$ cat src/rtl/password_store_arbiter.sv
// password_store_arbiter
//
// Shares a single-port, synchronous-read password store between the password
// setter (write requester) and the password validator (read requester), and
// sequences a bulk clear that rewrites every entry with DEFAULT_DIGIT.
//
// Ports:
//   CLK, RST            clock and synchronous active-high reset
//   wrReq/wrAddr/wrData setter write request; wrGrant (comb) = write done
//   rdReq/rdAddr        validator read request; rdGrant (comb) = address sent
//   rdValid/rdData      read response, one cycle after rdGrant
//   clearReq/clearBusy  bulk clear request (S_IDLE only) / clear in progress
//   memAddress, memWrite, memWriteData, memReadData   store interface
module password_store_arbiter #(
  parameter int          ADDR_WIDTH    = 2,
  parameter int          DATA_WIDTH    = 4,
  parameter int unsigned DEFAULT_DIGIT = 0,
  parameter int          MAX_WAIT      = 3
) (
  input  logic                  CLK,
  input  logic                  RST,
  input  logic                  wrReq,
  input  logic [ADDR_WIDTH-1:0] wrAddr,
  input  logic [DATA_WIDTH-1:0] wrData,
  output logic                  wrGrant,
  input  logic                  rdReq,
  input  logic [ADDR_WIDTH-1:0] rdAddr,
  output logic                  rdGrant,
  output logic                  rdValid,
  output logic [DATA_WIDTH-1:0] rdData,
  input  logic                  clearReq,
  output logic                  clearBusy,
  output logic [ADDR_WIDTH-1:0] memAddress,
  output logic                  memWrite,
  output logic [DATA_WIDTH-1:0] memWriteData,
  input  logic [DATA_WIDTH-1:0] memReadData
);

  // waitCount must be able to hold MAX_WAIT; keep at least one bit so a
  // MAX_WAIT of 0 still yields a legal vector (the compare is then always true).
  localparam int WAIT_W = (MAX_WAIT > 0) ? $clog2(MAX_WAIT + 1) : 1;
  localparam logic [WAIT_W-1:0]     WAIT_LIMIT = WAIT_W'(MAX_WAIT);
  localparam logic [ADDR_WIDTH-1:0] LAST_INDEX = '1;
  localparam logic [DATA_WIDTH-1:0] CLEAR_DATA = DATA_WIDTH'(DEFAULT_DIGIT);

  typedef enum logic {
    S_IDLE  = 1'b0,
    S_CLEAR = 1'b1
  } state_t;

  state_t                state_q, state_d;
  logic [ADDR_WIDTH-1:0] clear_index_q, clear_index_d;
  logic [WAIT_W-1:0]     wait_count_q, wait_count_d;
  logic                  rd_valid_q, rd_valid_d;

  logic                  wr_grant;
  logic                  rd_grant;
  logic                  clear_busy;
  logic                  mem_write;
  logic [ADDR_WIDTH-1:0] mem_address;
  logic [DATA_WIDTH-1:0] mem_write_data;

  always_comb begin
    state_d        = state_q;
    clear_index_d  = clear_index_q;
    wr_grant       = 1'b0;
    rd_grant       = 1'b0;
    clear_busy     = 1'b0;
    mem_write      = 1'b0;
    // Parking the address on the read port keeps an idle store harmless.
    mem_address    = rdAddr;
    mem_write_data = wrData;

    // All grants and store writes are suppressed while reset is held.
    if (!RST) begin
      case (state_q)
        S_IDLE: begin
          if (clearReq) begin
            state_d       = S_CLEAR;
            clear_index_d = '0;
          end else if (wrReq && rdReq) begin
            // Writes normally win; a read that has lost MAX_WAIT times in a
            // row takes the store so the validator cannot be starved.
            if (wait_count_q >= WAIT_LIMIT) begin
              rd_grant = 1'b1;
            end else begin
              wr_grant = 1'b1;
            end
          end else if (wrReq) begin
            wr_grant = 1'b1;
          end else if (rdReq) begin
            rd_grant = 1'b1;
          end
        end
        S_CLEAR: begin
          clear_busy     = 1'b1;
          mem_address    = clear_index_q;
          mem_write      = 1'b1;
          mem_write_data = CLEAR_DATA;
          clear_index_d  = clear_index_q + 1'b1;
          if (clear_index_q == LAST_INDEX) begin
            state_d = S_IDLE;
          end
        end
        default: state_d = S_IDLE;
      endcase

      if (wr_grant) begin
        mem_address    = wrAddr;
        mem_write      = 1'b1;
        mem_write_data = wrData;
      end
    end

    // Counts every cycle a pending read goes unserved, including clear
    // cycles, so a read queued behind a clear wins its first idle cycle.
    if (rdReq && !rd_grant) begin
      wait_count_d = (wait_count_q >= WAIT_LIMIT) ? wait_count_q
                                                  : wait_count_q + 1'b1;
    end else begin
      wait_count_d = '0;
    end

    rd_valid_d = rd_grant;
  end

  always_ff @(posedge CLK) begin
    if (RST) begin
      state_q       <= S_IDLE;
      clear_index_q <= '0;
      wait_count_q  <= '0;
      rd_valid_q    <= 1'b0;
    end else begin
      state_q       <= state_d;
      clear_index_q <= clear_index_d;
      wait_count_q  <= wait_count_d;
      rd_valid_q    <= rd_valid_d;
    end
  end

  assign wrGrant      = wr_grant;
  assign rdGrant      = rd_grant;
  assign rdValid      = rd_valid_q;
  assign rdData       = memReadData;
  assign clearBusy    = clear_busy;
  assign memAddress   = mem_address;
  assign memWrite     = mem_write;
  assign memWriteData = mem_write_data;

endmodule

$ cat config.mk
export PLATFORM = sky130hd
export DESIGN_NAME = password_store_arbiter
export DESIGN_NICKNAME = d
export VERILOG_FILES = /design/src/rtl/password_store_arbiter.sv
export SDC_FILE = /design/constraint.sdc
export NUM_CORES = 1
export LEC_CHECK = 0
export ABC_CLOCK_PERIOD_IN_PS = 4070
export CORE_AREA = 2 2 39 41
export CTS_BUF_LIST = sky130_fd_sc_hd__clkbuf_8
export DETAILED_ROUTE_END_ITERATION = 8
export DIE_AREA = 0 0 41 43
export GPL_ROUTABILITY_DRIVEN = 0
export GPL_TIMING_DRIVEN = 0
export PLACE_DENSITY = 0.79
export SKIP_CTS_REPAIR_TIMING = 1
export SYNTH_ARGS = -nofsm -noshare
export SYNTH_HDL_FRONTEND = slang
export SYNTH_SLANG_ARGS = --single-unit
$ cat constraint.sdc
create_clock -name CLK -period 4.07 [get_ports CLK]
set_input_delay 0.814 -clock CLK [delete_from_list [all_inputs] [get_ports CLK]]
set_output_delay 0.814 -clock CLK [all_outputs]
set_load 0.05 [all_outputs]
; Word-level counts from Yosys, hierarchy flattened
; Index checks and enable logic that the tools add are counted.
; Widths: inputs -> output; s select.
[word_totals]
mem_bits_rw = 0
mem_count = 0
reg_bits = 6
out_inout_bits = 15
inputBits = 17
rom_bits = 0
latchBits = 0
word_cells = 44
[classes]
eq_ne = 2
n_addsub = 2
mul = 0
div_mod_pow = 0
bitwise = 2
magnitude_cmp = 1
n_reduce_logical = 4
muxes = 29
shift = 0
[op_table]
columns = cell, n
row1 = $mux 1, 20
row2 = $mux 4, 3
row3 = $mux 2, 4
row4 = $add 2x1->2 const B, 2
row5 = $pmux 2 s2, 1
row6 = $eq 2x2->1 const B, 1
row7 = $ge 2x2->1 const B, 1
row8 = $logic_and 1x1->1, 2
row9 = $ne 2x2->1 const B, 1
row10 = $not 1->1, 2
row11 = $pmux 1 s2, 1
row12 = $reduce_or 2->1, 1
row13 = $logic_not 1->1, 1

; Logic depth before layout (Yosys ltp)
[logic_depth]
depth_word = 10
depth_mapped = 5
mapped_depth_nobuf = 5

; Worst setup path after synthesis
; OpenSTA, ideal clock, no wires.
[synth_path]
path_type = input to output
startpoint = input clearReq
endpoint = output memAddress[0]
cell_stages = 3
arrival_ns = 2.236
path_slack_ns = 1.020
required_time_ns = 3.256
path_buffers = 0
path_cell_list = nand3b_4 a21oi_4 a2bb2oi_1
[synth_via]
elab_chain_cells = 5
[synth_rtl]
columns = element, line_no
row1 = "start, declared", 31  ; input logic clearReq,
row2 = $mux 1, 78  ; if (clearReq) begin
row3 = $mux 1, 76  ; case (state_q)
row4 = $mux 1, 75  ; if (!RST) begin
row5 = $mux 2, 108  ; if (wr_grant) begin
row6 = $mux 2, 75
row7 = "end, declared", 33  ; output logic [ADDR_WIDTH-1:0] memAddress,
; No other way between the ends. The select of a mux whose other input is x is not followed.

; Worst setup path in the final report
; Ends and elaborated chain as after synthesis.

==> run_results.csv <==
group,metric,value,unit
clocking,clock-root-buffer,"clkbuf_8",
yosys,yosysUniqueCellTypes,27,
detailed_routing,drtAntennaViolNets,0,
place,portBuffers,27,
global_routing,grt_max_degree,11,
yosys,synthesis.nets,73,
layout,nets,105,
detailed_routing,drc,0,
yosys,synth_top_family_by_area,"simple AND/OR/NAND/NOR gates",
global_routing,grt-ovfl-total,0,
sta,report.final.slew_viol_count,0,
yosys,synthSimpleGateAreaFrac,34.8,%
sta,period_minus_slack,3530,ps
sta,postLayoutSetupSlackWorst,538,ps
worst_setup_path,crit_top_cell,"clkdlybuf4s50_1",
floorplan,coreArea,1380,um^2
worst_setup_path,cp_max_fo,6,
yosys,syn_inst,54,
power_and_ir_drop,worst_ir_drop_vdd,127,uV
yosys,synth.ff_latch_count,6,
worst_setup_path,crit_chain,"clkdlybuf4s50_1, nand3b_4, a21oi_4, a2bb2oi_1, clkdlybuf4s50_1",
yosys,synthTopCellsByArea,"dfxtp_1, buf_4, and2_1",
floorplan,io_pins,32,
worst_setup_path,crit_type,"primary input to primary output",
sta,slew-limit-headroom,66.2,%
layout,diodes,0,
detailed_routing,drt_iter0_drc,0,
yosys,synth.area.mux_share,2.25,%
sta,setup_violations,0,
yosys,netlist.top_cell.by_area,"dfxtp_1",
flow_run,cap_violations,0,
clocking,clk_latency,220,ps
global_routing,antenna_found_initial,0,
yosys,ys_seq_area_share,27.0,%
floorplan,die_area,1760,um^2
power_and_ir_drop,power.density,321,nW/um^2
clocking,htreeDepth,1,
yosys,synth_xor_area_share,0,%
floorplan,placementRows,14,
worst_setup_path,worst_path_max_delay_cell,"clkdlybuf4s50_1",
sta,worst_pin_slew,506,ps
worst_setup_path,start_kind,"primary input",
clocking,path_clk_slew,40,ps
outcome,status,"finished clean",
layout,n_fill_cell,134,
worst_setup_path,cpLargestDelayFamily,"buffers and inverters",
worst_setup_path,crit_path_max_incr_delay,820,ps
detailed_routing,via_count,450,
clocking,cts_tree,"done",
yosys,syn_area,445,um^2
sta,finClkSkew,3.55,ps
yosys,synthAdderAreaFrac,5.62,%
worst_setup_path,crit_path_end_kind,"primary output",
global_routing,grt_pass1_vias,355,
place,hpwl,849,um
detailed_routing,wl_per_cell,10.4,um
floorplan,die_h,43,um
detailed_routing,firstDrtPassIters,1,
sta,max_freq,0.283,GHz
hold_path,holdCritPathClass,"register to register",
floorplan,start_util,32.2,%
yosys,yosysWarnings,0,
yosys,syn_avg_cell_area,8.25,um^2
layout,layout-drive-gt1-share,17.9,%
sta,hold_viol,0,
worst_setup_path,worstPathArrival,2720,ps
sta,finalCritPeriodShare,86.8,%
floorplan,die_width,41,um
worst_setup_path,worst-path-buf-inv,2,
clocking,cts_buffers,3,
sta,tns,0,ps
yosys,yosysTopAreaCellShare,27.0,%
detailed_routing,vias_per_cell,4.50,
yosys,synth_compound_area_share,17.7,%
sta,rsz0062_at_grt,"false",
place,pre_cts_slack,527,ps
clocking,cts.path.max_buffers,2,
worst_setup_path,crit_required,3260,ps
power_and_ir_drop,p_leak,0.321,nW
detailed_routing,drt-total-wl,1040,um
global_routing,grt_pass1_wl,1480,um
clocking,cts_num_sinks,6,
layout,area_delta_synth_final,74.4,%
global_routing,grt_usage,12.4,%
==> Yosys cell counts <==
master     instances
a31oi_1            1
a21oi_4            1
inv_2              1
buf_6              1
mux2i_1            1
nor3b_1            1
nand2_2            2
a2bb2oi_1          1
nor3_2             1
or2_0              1
inv_1              3
or2_1              1
nor2_1             6
o32a_1             1
o22ai_1            1
o31ai_1            1
nand2_1            3
ha_1               2
dfxtp_1            6
and2b_1            1
buf_4              4
nor3_1             4
nand3b_4           1
a21oi_2            1
and2_1             4
a21oi_1            3
nand2b_1           1
==> per-stage QoR <==
stage	utilization (%)	instance area [um^2]	std cells	power [W]	hold WS, ps
global route	56.1	777	100	0.000261	511
finish	56.1	777	100	0.000250	480
global placement	53.2	736	97	0.000161	464
detailed placement	53.2	736	97	0.000162	473
floorplan	-	445	54	0.000127	442
CTS	56.1	777	100	0.000254	486
==> worst min-delay path: stages (launching register included) <==
cell and delay (ps):
dfxtp_1 310, nand2_1 60, a21oi_1 60
==> final cells by class <==
type / count / area, um^2 / area share (%)
Multi-Input combinational cell: 39 / 269 / 34.6
Timing Repair Buffer: 27 / 270 / 34.8
Sequential cell: 6 / 120 / 15.5
Inverter: 4 / 15.0 / 1.93
Buffer: 5 / 41.3 / 5.31
Tap cell: 16 / 20.0 / 2.58
Clock buffer: 3 / 41.3 / 5.31
==> logic make-up (layout without fill, tap and decap cells) <==
logic type	after synthesis	count (layout)
compound gates	10	10
fa+ha+maj	2	2
buf+inv	9	39
flops	6	6
mux	1	1
simple gates	26	26
==> report_power, final <==
part	internal (W)	switching, W	leakage (nW)
Clock	0.0000635	0.0000254	0.0216
Combinational	0.0000409	0.0000558	0.250
Sequential	0.0000622	0.00000175	0.0491
Total	0.000167	0.0000830	0.321
==> routing by layer <==
metal  vias up  GRT usage [%]  share of wire, %
met5         -              0                 0
met4         0           4.00              0.96
met3         2           6.28               7.7
met2        17           18.1                47
met1       188           15.4                44
li1        243              -                 -
==> flip-flops by register name, indices dropped and copies added, names as in the netlist <==
register and flops:
clear_index_q 2, rdValid 1, state_q 1, wait_count_q 2
==> path summary, 6_finish.rpt <==
kind	depth (start not counted)	to	slack (ps)	from
max	5	memAddress[0]	540	clearReq
min	2	clear_index_q[0]	480	clear_index_q[0]
max reg2reg	3	wait_count_q[1]	2990	wait_count_q[0]
min reg2reg	2	clear_index_q[0]	480	clear_index_q[0]
==> placed cells by master, fill, tap and decap left out, types with 2 or more instances in the layout <==
| cell type | count |
|---|---|
| nor3_1 | 4 |
| nor2_1 | 6 |
| a21oi_1 | 3 |
| nand2_1 | 3 |
| buf_4 | 4 |
| clkdlybuf4s50_1 | 27 |
| clkbuf_8 | 3 |
| ha_1 | 2 |
| and2_1 | 4 |
| dfxtp_1 | 6 |
| nand2_2 | 2 |
| inv_1 | 3 |
Note: power is estimated with default switching activity, not from simulation.
